===== src/rtl/fpu_issue_scheduler_pkg.sv =====
// Shared core-pipeline types for FP issue: slow-unit FSM states, fast-pipe entry, default latency.
// Pure declarations; no timing or flow-control behaviour of its own.
package fpu_issue_scheduler_pkg;

    localparam int FAST_LAT_DEFAULT = 3;

    typedef enum logic [1:0] {
        SLOW_IDLE,
        SLOW_BUSY,
        SLOW_HOLD
    } slow_state_e;

    typedef struct packed {
        logic       vld;
        logic       wr;
        logic [4:0] rd;
    } fast_entry_t;

endpackage


===== src/rtl/fpu_scoreboard.sv =====
// Per-register pending mask for the FP file; reads reflect registered state only.
// Set and clear take effect at the next edge; set beats clear on the same register.
module fpu_scoreboard (
    input  logic       clk,
    input  logic       rst,
    input  logic       set_en_i,
    input  logic [4:0] set_idx_i,
    input  logic       clr_en_i,
    input  logic [4:0] clr_idx_i,
    input  logic [4:0] rs1_idx_i,
    input  logic [4:0] rs2_idx_i,
    input  logic [4:0] rs3_idx_i,
    input  logic [4:0] rd_idx_i,
    output logic       rs1_pend_o,
    output logic       rs2_pend_o,
    output logic       rs3_pend_o,
    output logic       rd_pend_o
);

    logic [31:0] pend_q;
    logic [31:0] pend_d;

    always_comb begin
        pend_d = pend_q;
        if (clr_en_i) pend_d[clr_idx_i] = 1'b0;
        if (set_en_i) pend_d[set_idx_i] = 1'b1;
    end

    always_ff @(posedge clk) begin
        if (rst) pend_q <= '0;
        else     pend_q <= pend_d;
    end

    assign rs1_pend_o = pend_q[rs1_idx_i];
    assign rs2_pend_o = pend_q[rs2_idx_i];
    assign rs3_pend_o = pend_q[rs3_idx_i];
    assign rd_pend_o  = pend_q[rd_idx_i];

endmodule


===== src/rtl/fpu_issue_scheduler.sv =====
// Issues FP ops to a fixed-latency fast pipe and a single-op slow unit, sharing one FP write port.
// Fast results write back FAST_LAT cycles after accept; slow results yield the port to the fast pipe.
module fpu_issue_scheduler
    import fpu_issue_scheduler_pkg::*;
#(
    parameter int FAST_LAT = FAST_LAT_DEFAULT
) (
    input  logic        clk,
    input  logic        rst,
    input  logic        disp_valid,
    input  logic        fast_fpu_dispatch,
    input  logic        slow_fpu_dispatch,
    input  logic        fpu_reg_write,
    input  logic [4:0]  rd,
    input  logic [4:0]  rs1,
    input  logic [4:0]  rs2,
    input  logic [4:0]  rs3,
    input  logic        uses_rs3,
    output logic        disp_stall,
    output logic        slow_start,
    input  logic        slow_done,
    input  logic [31:0] slow_result,
    output logic        fp_wb_en,
    output logic [4:0]  fp_wb_rd,
    output logic        fp_wb_sel,
    output logic [31:0] fp_wb_slow_data
);

    slow_state_e state_q, state_d;
    logic        slow_wr_q, slow_wr_d;
    logic [4:0]  slow_rd_q, slow_rd_d;
    logic [31:0] buf_q, buf_d;
    fast_entry_t fast_q [FAST_LAT];
    fast_entry_t fast_new;
    fast_entry_t fast_exit;

    logic rs1_p, rs2_p, rs3_p, rd_p;
    logic any_req, hazard, accept, slow_acc, fast_wb, slow_wb;
    logic [31:0] slow_wb_data;

    fpu_scoreboard u_sb (
        .clk        (clk),
        .rst        (rst),
        .set_en_i   (accept & fpu_reg_write),
        .set_idx_i  (rd),
        .clr_en_i   (fp_wb_en),
        .clr_idx_i  (fp_wb_rd),
        .rs1_idx_i  (rs1),
        .rs2_idx_i  (rs2),
        .rs3_idx_i  (rs3),
        .rd_idx_i   (rd),
        .rs1_pend_o (rs1_p),
        .rs2_pend_o (rs2_p),
        .rs3_pend_o (rs3_p),
        .rd_pend_o  (rd_p)
    );

    // Hazards come only from registered state, so a result writing back this cycle still stalls.
    assign any_req  = disp_valid & (fast_fpu_dispatch | slow_fpu_dispatch);
    assign hazard   = rs1_p | rs2_p | (uses_rs3 & rs3_p) | (fpu_reg_write & rd_p)
                    | (slow_fpu_dispatch & (state_q != SLOW_IDLE));
    assign disp_stall = any_req & hazard;
    assign accept     = any_req & ~hazard;
    assign slow_acc   = accept & slow_fpu_dispatch;

    assign fast_new.vld = accept & fast_fpu_dispatch & ~slow_fpu_dispatch;
    assign fast_new.wr  = fpu_reg_write;
    assign fast_new.rd  = rd;
    assign fast_exit    = fast_q[FAST_LAT-1];
    assign fast_wb      = fast_exit.vld & fast_exit.wr;

    always_ff @(posedge clk) begin
        if (rst) begin
            for (int i = 0; i < FAST_LAT; i++) fast_q[i] <= '0;
        end else begin
            fast_q[0] <= fast_new;
            for (int i = 1; i < FAST_LAT; i++) fast_q[i] <= fast_q[i-1];
        end
    end

    always_comb begin
        state_d      = state_q;
        slow_rd_d    = slow_rd_q;
        slow_wr_d    = slow_wr_q;
        buf_d        = buf_q;
        slow_start   = 1'b0;
        slow_wb      = 1'b0;
        slow_wb_data = '0;
        case (state_q)
            SLOW_IDLE: begin
                if (slow_acc) begin
                    slow_start = 1'b1;
                    slow_rd_d  = rd;
                    slow_wr_d  = fpu_reg_write;
                    state_d    = SLOW_BUSY;
                end
            end
            SLOW_BUSY: begin
                if (slow_done) begin
                    if (!slow_wr_q) begin
                        state_d = SLOW_IDLE;
                    end else if (fast_wb) begin
                        buf_d   = slow_result;
                        state_d = SLOW_HOLD;
                    end else begin
                        slow_wb      = 1'b1;
                        slow_wb_data = slow_result;
                        state_d      = SLOW_IDLE;
                    end
                end
            end
            SLOW_HOLD: begin
                if (!fast_wb) begin
                    slow_wb      = 1'b1;
                    slow_wb_data = buf_q;
                    state_d      = SLOW_IDLE;
                end
            end
            default: state_d = SLOW_IDLE;
        endcase
    end

    always_ff @(posedge clk) begin
        if (rst) begin
            state_q   <= SLOW_IDLE;
            slow_rd_q <= '0;
            slow_wr_q <= 1'b0;
            buf_q     <= '0;
        end else begin
            state_q   <= state_d;
            slow_rd_q <= slow_rd_d;
            slow_wr_q <= slow_wr_d;
            buf_q     <= buf_d;
        end
    end

    assign fp_wb_en        = fast_wb | slow_wb;
    assign fp_wb_sel       = slow_wb & ~fast_wb;
    assign fp_wb_rd        = fast_wb ? fast_exit.rd : (slow_wb ? slow_rd_q : 5'd0);
    assign fp_wb_slow_data = slow_wb_data;

endmodule


===== config.mk =====
export PLATFORM = sky130hd
export DESIGN_NAME = fpu_issue_scheduler
export DESIGN_NICKNAME = d
export VERILOG_FILES = /design/src/rtl/fpu_issue_scheduler_pkg.sv /design/src/rtl/fpu_scoreboard.sv /design/src/rtl/fpu_issue_scheduler.sv
export SDC_FILE = /design/constraint.sdc
export NUM_CORES = 1
export LEC_CHECK = 0
export BUFFER_PORTS_ARGS = -buffer_cell sky130_fd_sc_hd__buf_4
export CAP_MARGIN = 30
export CORE_ASPECT_RATIO = 0.6
export CORE_MARGIN = 1
export CORE_UTILIZATION = 50
export DETAILED_ROUTE_END_ITERATION = 16
export PLACE_DENSITY = 0.77
export SYNTH_ARGS = -nofsm -noshare
export SYNTH_HDL_FRONTEND = slang
export SYNTH_SLANG_ARGS = --single-unit

===== constraint.sdc =====
create_clock -name clk -period 4.6 [get_ports clk]
set_clock_uncertainty 0.2 [all_clocks]
set_input_delay 1.38 -clock clk [delete_from_list [all_inputs] [get_ports clk]]
set_output_delay 1.38 -clock clk [all_outputs]
set_load 0.02 [all_outputs]

==> results by group <==
Critical path
  • Worst Path Arrival: 3220 ps
  • Critical path class: in -> out
  • CP Max Fanout: 7
  • CP Capture Type: output port
  • CP dominant cell by count: mux4_2
  • Startpoint types: input port
  • CP peak stage delay: 500 ps
  • Crit-path slowest cell: mux4_2
  • Required @ worst endpoint: 3020 ps
  • Ordered cell list for the critical path: buf_12 -> mux4_2 -> mux4_2 -> a32oi_2 -> o21a_1 -> and3_4 -> nor2_4 -> buf_6

Detailed routing
  • Post-DRT Antenna Nets: 0
  • Total wire length: 17,800 um
  • DR vias: 5,524
  • Routed wire per std cell: 20.8 um
  • DRC errors left: 0
  • Vias per inst: 6.43
  • Initial DRC count: 594
  • 1st-pass router iterations: 5

Pwr
  • Power Density: 275 nW/um2
  • Max VDD drop: 229 uV
  • Net Sw Frac: 26.3%
  • Sequential cell fraction of total power: 44.7%
  • Switching power of the nets: 482 uW
  • Gate power share: 12.3%
  • Internal Power: 1350 uW
  • Clk pwr share: 42.9%
  • Static leakage: 0.00245 uW

Clocking
  • Later-pin clock latency in the skew report: 340 ps
  • CTS root buf: clkbuf_16
  • Clock sink count: 93
  • CTS tree: done
  • Hold buffer count at cts: 0
  • CTS max path bufs: 2
  • H-tree depth: 3
  • CTS clk-pin slew, worst paths: 70 ps
  • CTS buffer count: 9

Synth
  • Seq/Total Area, Yosys: 35.6%
  • Cells after Synth: 612
  • FFs w/ async S/R, synth: 0%
  • EDFF count, synth: 0
  • Post-synthesis simple-gate area fraction: 21.0%
  • Dominant synthesized flop cell: dfxtp_1
  • Flops & latches, synth: 93
  • Post-synthesis mux area share: 14.7%
  • Avg Cell Area, Syn: 8.55 um2
  • Compound-cell area share of the yosys netlist: 22.7%
  • Largest family of logic cells by synthesized area: compound AO/OA/AOI/OAI gates
  • Synthesized area: 5230 um2
  • XOR/XNOR Fraction of Synth Area: 0%
  • Syn_nets: 675
  • Adder-Cell Fraction of Synth Area: 0.717%
  • Post-synth cell types: 58
  • Ys Warns: 0

STA
  • RSZ-0062 raised after global routing: yes
  • Slew margin rel.: 32.8%
  • Measured slew at the worst slew-check pin: 995 ps
  • # setup viols final: 2
  • Fmax: 208 MHz
  • Final Cycle Share: 104%
  • Final hold vios: 0
  • Setup ws final: -202 ps
  • Max-slew violation count: 0
  • Fin crit period: 4800 ps

Placed design
  • RD Place Congestion: 1.04
  • Placed cell areas: 6280 um2
  • # port buffers: 100
  • Placed wire-length estimate: 12,900 um

Cells and area
  • Area Overhead vs Synth: 27.8%
  • Area of the multi-input gates: 3150 um2
  • Layout net count: 782
  • ANT cells: 0
  • Core Util, Final: 66.7%
  • Fillers: 798
  • FF+latch area: 1860 um2
  • Design area: 6690 um2
  • Share of layout cells above drive strength 1: 27.9%

Run status
  • Failing checks: setup timing
  • Outcome: finished with violations

Global routing
  • Largest net degree at the start of global routing: 76
  • Antenna violations before repair: 0
  • GRT Total Usage: 32.4%
  • Grt ovf: 0
  • Vias in the first global route: 4,989
  • First-pass GRT wire length: 26,700 um

Floorplanning
  • Core Region: 10,000 um2
  • Rows: 28
  • Initial core utilization: 52.2%
  • I/O Pins: 101
  • Die H: 81.2 um
  • Die Area: 10,900 um2
  • Width of the die: 134 um

Worst hold path
  • Hold/Removal Path Class: reg -> reg

Run
  • Maxcap violations: 0
per-layer routing:
layer	track usage [%]	wire (um)	part of all wire [%]	up-vias
li1	-	-	-	2477
met1	46.5	7710	43	2652
met2	45.0	7330	41	361
met3	12.0	2560	14	34
met4	8.65	245	1.4	0
met5	0	0	0	-
cell type report:
cell class / instances / share of cell area [%]
multi-input cells: 456 / 47.1
repair buffers: 146 / 17.0
inverters: 13 / 0.730
clock inverters: 7 / 1.37
flip-flops and latches: 93 / 27.8
clock buffers: 9 / 3.37
well taps: 135 / 2.53
through the flow:
stage	worst slack, ps	TNS [ps]	power, uW	hold slack, ps	instances
final	-202	-371	1840	244	859
after global routing	-273	-450	1890	258	859
after CTS	-206	-356	1830	244	858
after detailed placement	-321	-591	1050	222	840
after global placement	-283	-523	1050	220	838
after floorplan	-140	-265	954	214	612
logic make-up after synthesis:
group                    Yosys count
AND/OR/NAND/NOR                  219
AO/OA/AOI/OAI                    181
flip-flops                        93
buffers and inverters             63
adder cells (fa/ha/maj)            3
multiplexers                      53
state kept, by name, indices dropped and copies added, names as in the netlist:
register	cells
buf_q	32
fast_q	21
slow_rd_q	5
state_q	2
u_sb.pend_q	32
slow_wr_q	1
cell usage after synthesis, types with 4 or more instances:
cell       n  area share (%)
clkbuf_1  35             2.5
or3b_2     4            0.67
nand4_1    8            0.96
buf_2      5            0.48
a21oi_1   41             3.9
o31ai_1    6            0.86
o21ai_0   32             3.1
o21ai_1    6            0.57
dfxtp_1   93              36
buf_4      4            0.57
o22ai_1   10             1.2
or3_1      4            0.48
a22o_1     6             1.0
mux2i_1   34             6.5
nand2b_1   6            0.72
inv_1     11            0.79
nor3_1     5            0.48
nand3_1   16             1.5
mux4_2    15             6.5
nor4_1     5            0.60
nor2b_1   23             2.7
nor2_1    46             3.3
nand3b_1   8             1.1
o221ai_1   6             1.0
o211ai_1  24             3.4
a22oi_1   37             5.3
nand2_1   76             5.5
worst max-delay path, delay by kind of cell:
family                 cells  cell delay [ps]
AO/OA/AOI/OAI              2              390
AND/OR/NAND/NOR            2              230
multiplexers               2              990
buffers and inverters      2              230
timing repair:
item	4_1_cts	5_1_grt
setup buffers	2	1
gates resized for setup	6	7
pin swaps	2	2
endpoints found under the setup margin	2	2
cell usage in the layout, fill, tap and decap left out, types with 3 or more instances in the layout:
cell	Yosys	final
a21oi_1	41	41
a22o_1	6	6
a22oi_1	37	37
and2_1	3	3
buf_4	4	139
buf_6	3	4
clkbuf_16	0	9
dfxtp_1	93	93
ha_1	3	3
inv_1	11	11
mux2i_1	34	32
mux4_2	15	18
nand2_1	76	76
nand2b_1	6	6
nand3_1	16	16
nand3b_1	8	8
nand4_1	8	8
nor2_1	46	42
nor2_2	0	3
nor2b_1	23	23
nor3_1	5	4
nor4_1	5	4
o211ai_1	24	24
o21ai_0	32	32
o21ai_1	6	6
o221ai_1	6	5
o22ai_1	10	10
o31ai_1	6	6
or3_1	4	4
or3b_2	4	4
power by group through the flow:
stage / clock [uW] / combinational, uW / sequential [uW]
2_1_floorplan: 0 / 118 / 836
3_3_place_gp: 0 / 208 / 839
3_5_place_dp: 0 / 213 / 839
4_1_cts: 796 / 218 / 820
5_1_grt: 830 / 240 / 821
6_report: 788 / 227 / 821
worst paths after layout:
path	startpoint	end	slack, ps	cells past startpoint
setup / recovery	rs2[1]	disp_stall	-200	8
hold / removal	fast_q[0][12]	fast_q[0][19]	240	1
setup reg to reg	u_sb.pend_q[21]	u_sb.pend_q[0]	1450	8
hold reg to reg	fast_q[0][12]	fast_q[0][19]	240	1
Power figures use the tool's default switching activity.
